File: src/rtl/arbitro_pkg.sv
// Shared types and address-map constants for the two-master bus arbiter.
// The wait-count type is sized for the 0-3 wait-state range.
package arbitro_pkg;

  typedef enum logic [1:0] {
    REPOSO,
    ACCESO,
    ESPERA,
    FIN
  } estado_t;

  typedef logic [1:0] espera_t;

  localparam logic [31:0] RAM_BASE  = 32'h0000_1000;
  localparam logic [31:0] RAM_LIMIT = 32'h0000_13FC;
  localparam logic [31:0] ROM_BASE  = 32'h0000_3000;

endpackage

File: src/rtl/decod_espera.sv
// Address to wait-state lookup: RAM window, menu ROM window, zero elsewhere.
// Unmapped addresses take no wait states.
module decod_espera
  import arbitro_pkg::*;
#(
  parameter int unsigned ESPERAS_RAM = 1,
  parameter int unsigned ESPERAS_ROM = 1
) (
  input  logic [31:0] addr,
  output espera_t     esperas
);

  localparam espera_t WaitRam = espera_t'(ESPERAS_RAM);
  localparam espera_t WaitRom = espera_t'(ESPERAS_ROM);

  always_comb begin
    esperas = '0;
    if (addr >= RAM_BASE && addr <= RAM_LIMIT) begin
      esperas = WaitRam;
    end else if (addr >= ROM_BASE) begin
      esperas = WaitRom;
    end
  end

endmodule

File: src/rtl/arbitro_bus.sv
// Round-robin arbiter for processor and loader/DMA masters sharing one bus,
// with per-window wait states and fully registered bus-side outputs.
module arbitro_bus
  import arbitro_pkg::*;
#(
  parameter int unsigned ESPERAS_RAM = 1,
  parameter int unsigned ESPERAS_ROM = 1
) (
  input  logic        clk_i,
  input  logic        rst_n_i,
  input  logic [1:0]  req_i,
  input  logic [1:0]  we_i,
  input  logic [31:0] addr0_i,
  input  logic [31:0] addr1_i,
  input  logic [31:0] wdata0_i,
  input  logic [31:0] wdata1_i,
  output logic [1:0]  gnt_o,
  output logic [1:0]  ack_o,
  output logic [31:0] rdata_o,
  output logic [31:0] address_o,
  output logic        we_o,
  output logic [31:0] wdata_o,
  input  logic [31:0] d_i,
  output logic        busy_o
);

  estado_t     estado;
  espera_t     cnt;
  espera_t     win_esp;
  logic        last;
  logic        we_lat;
  logic        win;
  logic [31:0] win_addr;
  logic [31:0] win_wdata;

  // On a tie the master that was not granted last wins.
  always_comb begin
    if (req_i == 2'b11) begin
      win = ~last;
    end else begin
      win = req_i[1];
    end
    win_addr  = win ? addr1_i : addr0_i;
    win_wdata = win ? wdata1_i : wdata0_i;
  end

  decod_espera #(
    .ESPERAS_RAM(ESPERAS_RAM),
    .ESPERAS_ROM(ESPERAS_ROM)
  ) u_decod_espera (
    .addr   (win_addr),
    .esperas(win_esp)
  );

  always_ff @(posedge clk_i or negedge rst_n_i) begin
    if (!rst_n_i) begin
      estado    <= REPOSO;
      cnt       <= '0;
      last      <= 1'b1;
      we_lat    <= 1'b0;
      gnt_o     <= '0;
      ack_o     <= '0;
      rdata_o   <= '0;
      address_o <= '0;
      we_o      <= 1'b0;
      wdata_o   <= '0;
      busy_o    <= 1'b0;
    end else begin
      ack_o <= '0;
      we_o  <= 1'b0;
      unique case (estado)
        REPOSO: begin
          if (|req_i) begin
            estado    <= ACCESO;
            last      <= win;
            gnt_o     <= {win, ~win};
            address_o <= win_addr;
            wdata_o   <= win_wdata;
            we_lat    <= we_i[win];
            cnt       <= win_esp;
            busy_o    <= 1'b1;
            we_o      <= we_i[win] && (win_esp == 2'd0);
          end
        end
        ACCESO, ESPERA: begin
          if (cnt == 2'd0) begin
            estado  <= FIN;
            ack_o   <= gnt_o;
            rdata_o <= d_i;
          end else begin
            estado <= ESPERA;
            cnt    <= cnt - 2'd1;
            // Strobe lands on the final wait cycle, the one before FIN.
            we_o   <= we_lat && (cnt == 2'd1);
          end
        end
        FIN: begin
          estado    <= REPOSO;
          gnt_o     <= '0;
          address_o <= '0;
          wdata_o   <= '0;
          busy_o    <= 1'b0;
        end
        default: estado <= REPOSO;
      endcase
    end
  end

endmodule

File: config.mk
export PLATFORM = sky130hd
export DESIGN_NAME = arbitro_bus
export DESIGN_NICKNAME = d
export VERILOG_FILES = /design/src/rtl/arbitro_pkg.sv /design/src/rtl/decod_espera.sv /design/src/rtl/arbitro_bus.sv
export SDC_FILE = /design/constraint.sdc
export NUM_CORES = 1
export LEC_CHECK = 0
export CAP_MARGIN = 20
export CORE_MARGIN = 5
export CORE_UTILIZATION = 39
export DETAILED_ROUTE_END_ITERATION = 12
export HOLD_SLACK_MARGIN = 0.05
export PLACE_DENSITY = 0.8
export SKIP_LAST_GASP = 1
export SLEW_MARGIN = 10
export SYNTH_ARGS = -nofsm -noshare
export SYNTH_HDL_FRONTEND = slang
export SYNTH_SLANG_ARGS = --single-unit
File: constraint.sdc
create_clock -name clk_i -period 2.5 [get_ports clk_i]
set_clock_uncertainty 0.15 [all_clocks]
set_input_delay 0.5 -clock clk_i [delete_from_list [all_inputs] [get_ports clk_i]]
set_output_delay 0.5 -clock clk_i [all_outputs]
set_load 0.005 [all_outputs]
; ---- Word level (Yosys, flattened, before mapping)
; Cells that the tools add are included.
[totals]
regBits = 108
inputBits = 166
elab_cells = 65
[classes]
n_addsub = 1
magnitude_cmp = 4
n_eq_ne = 7
n_mux = 26
bitwise_logic = 2
n_reduce_logical = 14
[ops]
columns = cell, count
row1 = 32-bit two-way mux, 4
row2 = 32-bit one-hot mux with 2 select lines, 2
row3 = 32-bit by 13-bit >= comparator with 1-bit output (second input constant), 1
row4 = 32-bit by 14-bit >= comparator with 1-bit output (second input constant), 1
row5 = 32-bit by 13-bit less-or-equal comparator with 1-bit output (second input constant), 1
row6 = 2-bit two-way mux, 7
row7 = 1-bit two-way mux, 8
row8 = 2-bit one-hot mux with 2 select lines, 2
row9 = 2-bit == test (second input constant), 3
row10 = 2-bit zero test, 3
row11 = 2-bit one-hot mux with 3 select lines, 1
row12 = 2-bit AND reduction, 3
row13 = 2-bit by 1-bit == test with 1-bit output (second input constant), 2
row14 = 2-bit inequality test (second input constant), 2
row15 = 1-bit one-hot mux with 2 select lines, 2
row16 = 2-bit nonzero test, 2
row17 = 2-bit OR reduction, 2
row18 = 1-bit logical AND, 3
row19 = 3-bit AND reduction, 1
row20 = 1-bit by 2-bit < comparator with 1-bit output (second input constant), 1
row21 = 1-bit inverter, 2
row22 = 2-bit by 1-bit subtractor with 2-bit output (second input constant), 1

; ---- Longest topological paths before layout
[depth]
ltp_word = 10
ltp_mapped = 8

; ---- Hierarchy
; A second synthesis with hierarchy kept.
[unflattened]
cells_unflattened = 362
area_unflattened_um2 = 4838.4
[by_module_without_submodules]
columns = module, instances, cells_each, area_per_inst_um2
row1 = arbitro_bus, 1, 346, 4740.8
row2 = decod_espera, 1, 16, 97.6

; ---- Least setup slack after synthesis
; Ideal clock, no wire load.
[synth_timing]
kind = flip-flop to flip-flop
startpoint = reg estado[0]
endpoint = reg address_o[10]
t_arrival_ns = 1.584
required_time_ns = 2.267
path_slack_ns = 0.683
stages_incl_launch_ff = 9
cell_sequence = dfrtp_1 > inv_1 > ha_1 > nand2_1 > o21ai_1 > buf_2 > buf_1 > nand2_1 > o21ai_0
[synth_between]
elab_chain_cells = 3
word_cells_on_any_way = 6
cone_classes = 2 x eq/ne / 1 x mux / 3 x reduce/logical
[synth_rtl]
columns = element, line_no
row1 = "start, declared", arbitro_bus.sv:27  ; estado_t estado;
row2 = "start signal, assigned", arbitro_bus.sv:57  ; estado <= REPOSO;
row3 = "start signal, assigned", arbitro_bus.sv:74  ; estado <= ACCESO;
row4 = "start signal, assigned", arbitro_bus.sv:87  ; estado <= FIN;
row5 = 2-bit == test / 2-bit zero test (equally long branches), arbitro_bus.sv:71  ; unique case (estado)
row6 = 2-bit nonzero test (no line) / 2-bit inequality test (equally long branches), n/a
row7 = 2-bit AND reduction (no line), n/a
row8 = "end signal, assigned", arbitro_bus.sv:77  ; address_o <= win_addr;
row9 = "end, declared", arbitro_bus.sv:20  ; output logic [31:0] address_o,
; Parallel ways exist; a longest one is shown, timed or not.
; A chain may end at the register's enable or synchronous reset.

; ---- Worst setup path in the final report
[layout_timing]
startpoint = in req_i[1]
endpoint = reg wdata_o[27]
[layout_between]
elab_chain_cells = 5
word_cells_on_any_way = 8
cone_classes = 2 x eq/ne / 4 x mux / 2 x reduce/logical
[layout_rtl]
columns = element, line_no
row1 = "start, declared", arbitro_bus.sv:11  ; input logic [1:0] req_i,
row2 = 2-bit == test, arbitro_bus.sv:38  ; if (req_i == 2'b11) begin
row3 = 1-bit two-way mux, arbitro_bus.sv:38
row4 = 32-bit two-way mux, arbitro_bus.sv:44  ; win_wdata = win ? wdata1_i : wdata0_i;
row5 = 32-bit two-way mux, arbitro_bus.sv:73  ; if (|req_i) begin
row6 = 32-bit one-hot mux with 2 select lines, arbitro_bus.sv:71
row7 = "end signal, assigned", arbitro_bus.sv:78  ; wdata_o <= win_wdata;
row8 = "end, declared", arbitro_bus.sv:22  ; output logic [31:0] wdata_o,
; Parallel ways exist; a longest one is shown, timed or not. The select of a mux whose other input is x is not followed.

==> results.toml <==
[global_routing]
grt_use_total_pct = 20.97
use_met2_pct = 37.96
use_met1_pct = 24.81
grt_max_degree = 49
busiest_layer = "met2"
grt_pass1_wl_mm = 24.71
gr-usage-met3_pct = 5.571
antenna_found_initial = 0
grt_pass1_vias = 4822
grt-ovfl-total = 0

[floorplanning]
die-height_um = 121.7
initial_core_util_pct = 40.15
core_area_mm2 = 0.01211
die_w_um = 121.7
floorplan.die_area_mm2 = 0.01480
rows = 40
io_pins = 268

[critical_path]
crit_type = "in -> reg"
worst-path-max-fanout = 29
startpoint_type = "input pin"
critPathCaptureType = "register"
cp.arrival_ps = 2190
required_ps = 2560

[finish]
instances_no_fill = 881
final_core_util_pct = 67.21
syn2layout_area_growth_pct = 67.38
nFillCells = 934
insertedDiodeCount = 0
nets = 878
drive_above_1_share_pct = 10.38

[run]
drv_cap = 0

[yosys]
synth_area_leaders = "dfrtp_1 55%, mux2i_1 13%, mux2_2 7.4%"
ys_ff_latch = 108
yosys.area.top_type = "dfrtp_1"
synth.top_cell.area_share_pct = 55.06
synth-edff-count = 0
synth_area_mm2 = 0.004863
async_flop_share_pct = 100.0
synth.distinct_cells = 34
synth_area_per_cell_um2 = 11.23
postSynthCellCount = 433
yosys_most_used_dff = "dfrtp_1"
synth_nets = 603
yosysSeqAreaShare_pct = 55.60
yosys_warnings = 0

[placed_design]
place_congestion = 0.9703
place_ws_ps = 5.033
dp.cells = 864
portBuffers = 267
dp_hpwl_mm = 12.52

[sta]
maxSlewHeadroom_pct = 63.42
clock.fmax_ghz = 0.4693
finalSetupViolations = 0
slew_violations = 0
finalCriticalPeriod_ps = 2131
rsz0062_at_grt = "no"
hold_viol = 0
tns_ps = 0
final.setup.worst_slack_ps = 369.2
fin_crit_sh_pct = 85.23
tightest_slew_ps = 548.6

[routing]
first_iter_violations = 362
firstDrtPassIters = 5
wl_per_cell_um = 17.99
ant_nets = 0
route.detailed.drc = 0
post_drt_via_cell_ratio = 5.103
wl_mm = 15.85
vias = 4496

[clock_tree]
clk_latency_ps = 340
cts_setup_buffers = 0
clk_path_buf_depth = 2
cts.sinks = 108
htree_levels = 3
cts_tree = "yes"
cts_buffers = 9
cts_root_buf = "clkbuf_16"
path_clk_slew_ps = 70

[power_and_ir_drop]
power.total_mw = 8.342
switching_share_pct = 32.24
clkPwrFrac_pct = 17.3
p_seq_share_pct = 34.8
combPwrFrac_pct = 47.9
internal-power_mw = 5.653
peakVddDrop_v = 0.0004531
p_leak_nw = 3.553
power.switching_mw = 2.690
power_density_mw_per_mm2 = 1025

[worst_hold_path]
hold_class = "reg -> reg"

[status]
status = "complete, no violations"
kinds of logic (layout without fill, tap and decap cells):
kind of cell | Yosys count | in the layout | synth area share, %
mux | 94 | 94 | 20.17
flops | 108 | 108 | 55.60
simple gates | 110 | 110 | 10.01
compound gates | 87 | 87 | 10.27
buf+inv | 30 | 310 | 2.933
fa+ha+maj | 4 | 4 | 1.029
path summary, 6_finish.rpt:
check	from	to	slack [ps]	depth (start not counted)
min reg2reg	busy_o	busy_o	330	2
min in group asynchronous	rst_n_i	wdata_o[21]	550	2
max reg2reg	estado[1]	wdata_o[19]	430	6
max	req_i[1]	wdata_o[27]	370	5
max in group asynchronous	rst_n_i	gnt_o[0]	940	3
min	busy_o	busy_o	330	2
state kept, by name, indices dropped and copies added (netlist names):
signal     count
ack_o          2
busy_o         1
gnt_o          2
we_lat         1
rdata_o       32
we_o           1
address_o     32
wdata_o       32
cnt            2
last           1
estado         2
synth_stat cells (all sizes together), types with 3 or more instances:
master  instances
dfrtp         107
nand2          70
o21ai          69
mux2i          62
mux2           32
buf            15
nor2           11
clkbuf         10
nor4            8
inv             5
nand4           5
a21oi           4
a221o           4
ha              4
nand3           4
nor3b           4
nor3            3
layout by cell type (no fill, tap or decap), types with 3 or more instances in the layout:
cell type,netlist,routed
mux2i_1,62,62
nor2_1,11,11
ha_1,4,4
o21ai_0,66,66
buf_12,0,3
a221o_1,4,4
nand4_1,5,5
dfrtp_1,107,107
nand2_1,70,70
nor3b_1,4,4
mux2_2,32,32
clkdlybuf4s50_1,0,266
nand3_1,4,4
a21oi_1,4,4
inv_1,5,5
nor3_1,3,3
nor4_1,8,8
clkbuf_16,0,9
buf_4,3,19
metal layers:
layer  share of wire, %  wire length [um]  up-vias
li1                   -                 -     2072
met1                 38              6079     2199
met2                 53              8332      209
met3                7.7              1226       16
met4                1.3               208        0
met5                  0                 0        -
what timing repair did:
action / 4_1_cts / 5_1_grt
endpoints found under the setup margin: 0 / 0
hold endpoints to repair: 36 / 0
resized for setup: 0 / 0
hold buffers: 1 / 0
cell type report:
| cell class | count | area (um^2) | share of cell area (%) |
|---|---|---|---|
| clock buffers | 12 | 256.5 | 3.151 |
| clock inverters | 4 | 47.55 | 0.5841 |
| inverters | 5 | 18.77 | 0.2306 |
| multi-input cells | 295 | 2028 | 24.92 |
| flip-flops and latches | 108 | 2704 | 33.22 |
| well taps | 168 | 210.2 | 2.582 |
| repair buffers | 289 | 2875 | 35.32 |
per-stage QoR:
stage	instance area, um^2	hold WS [ps]
finish	8140	325.5
global route	8140	351.5
CTS	8140	330.1
detailed placement	7826	312.7
global placement	7826	310.6
floorplan	4863	54.41
critical path, stage by stage:
cell             delay, ps
clkdlybuf4s50_1        440
a21bo_2                350
buf_4                  480
mux2i_1                270
o21ai_0                100
power by group through the flow:
stage               Combinational, mW  Clock, mW  Sequential, mW
floorplan                        1.68          0            2.95
global placement                 3.90          0            2.90
detailed placement               4.03          0            2.93
CTS                              4.04       1.48            2.90
global route                     4.34       1.56            3.00
finish                           3.99       1.45            2.90
Note: power is estimated with default switching activity, not from simulation.
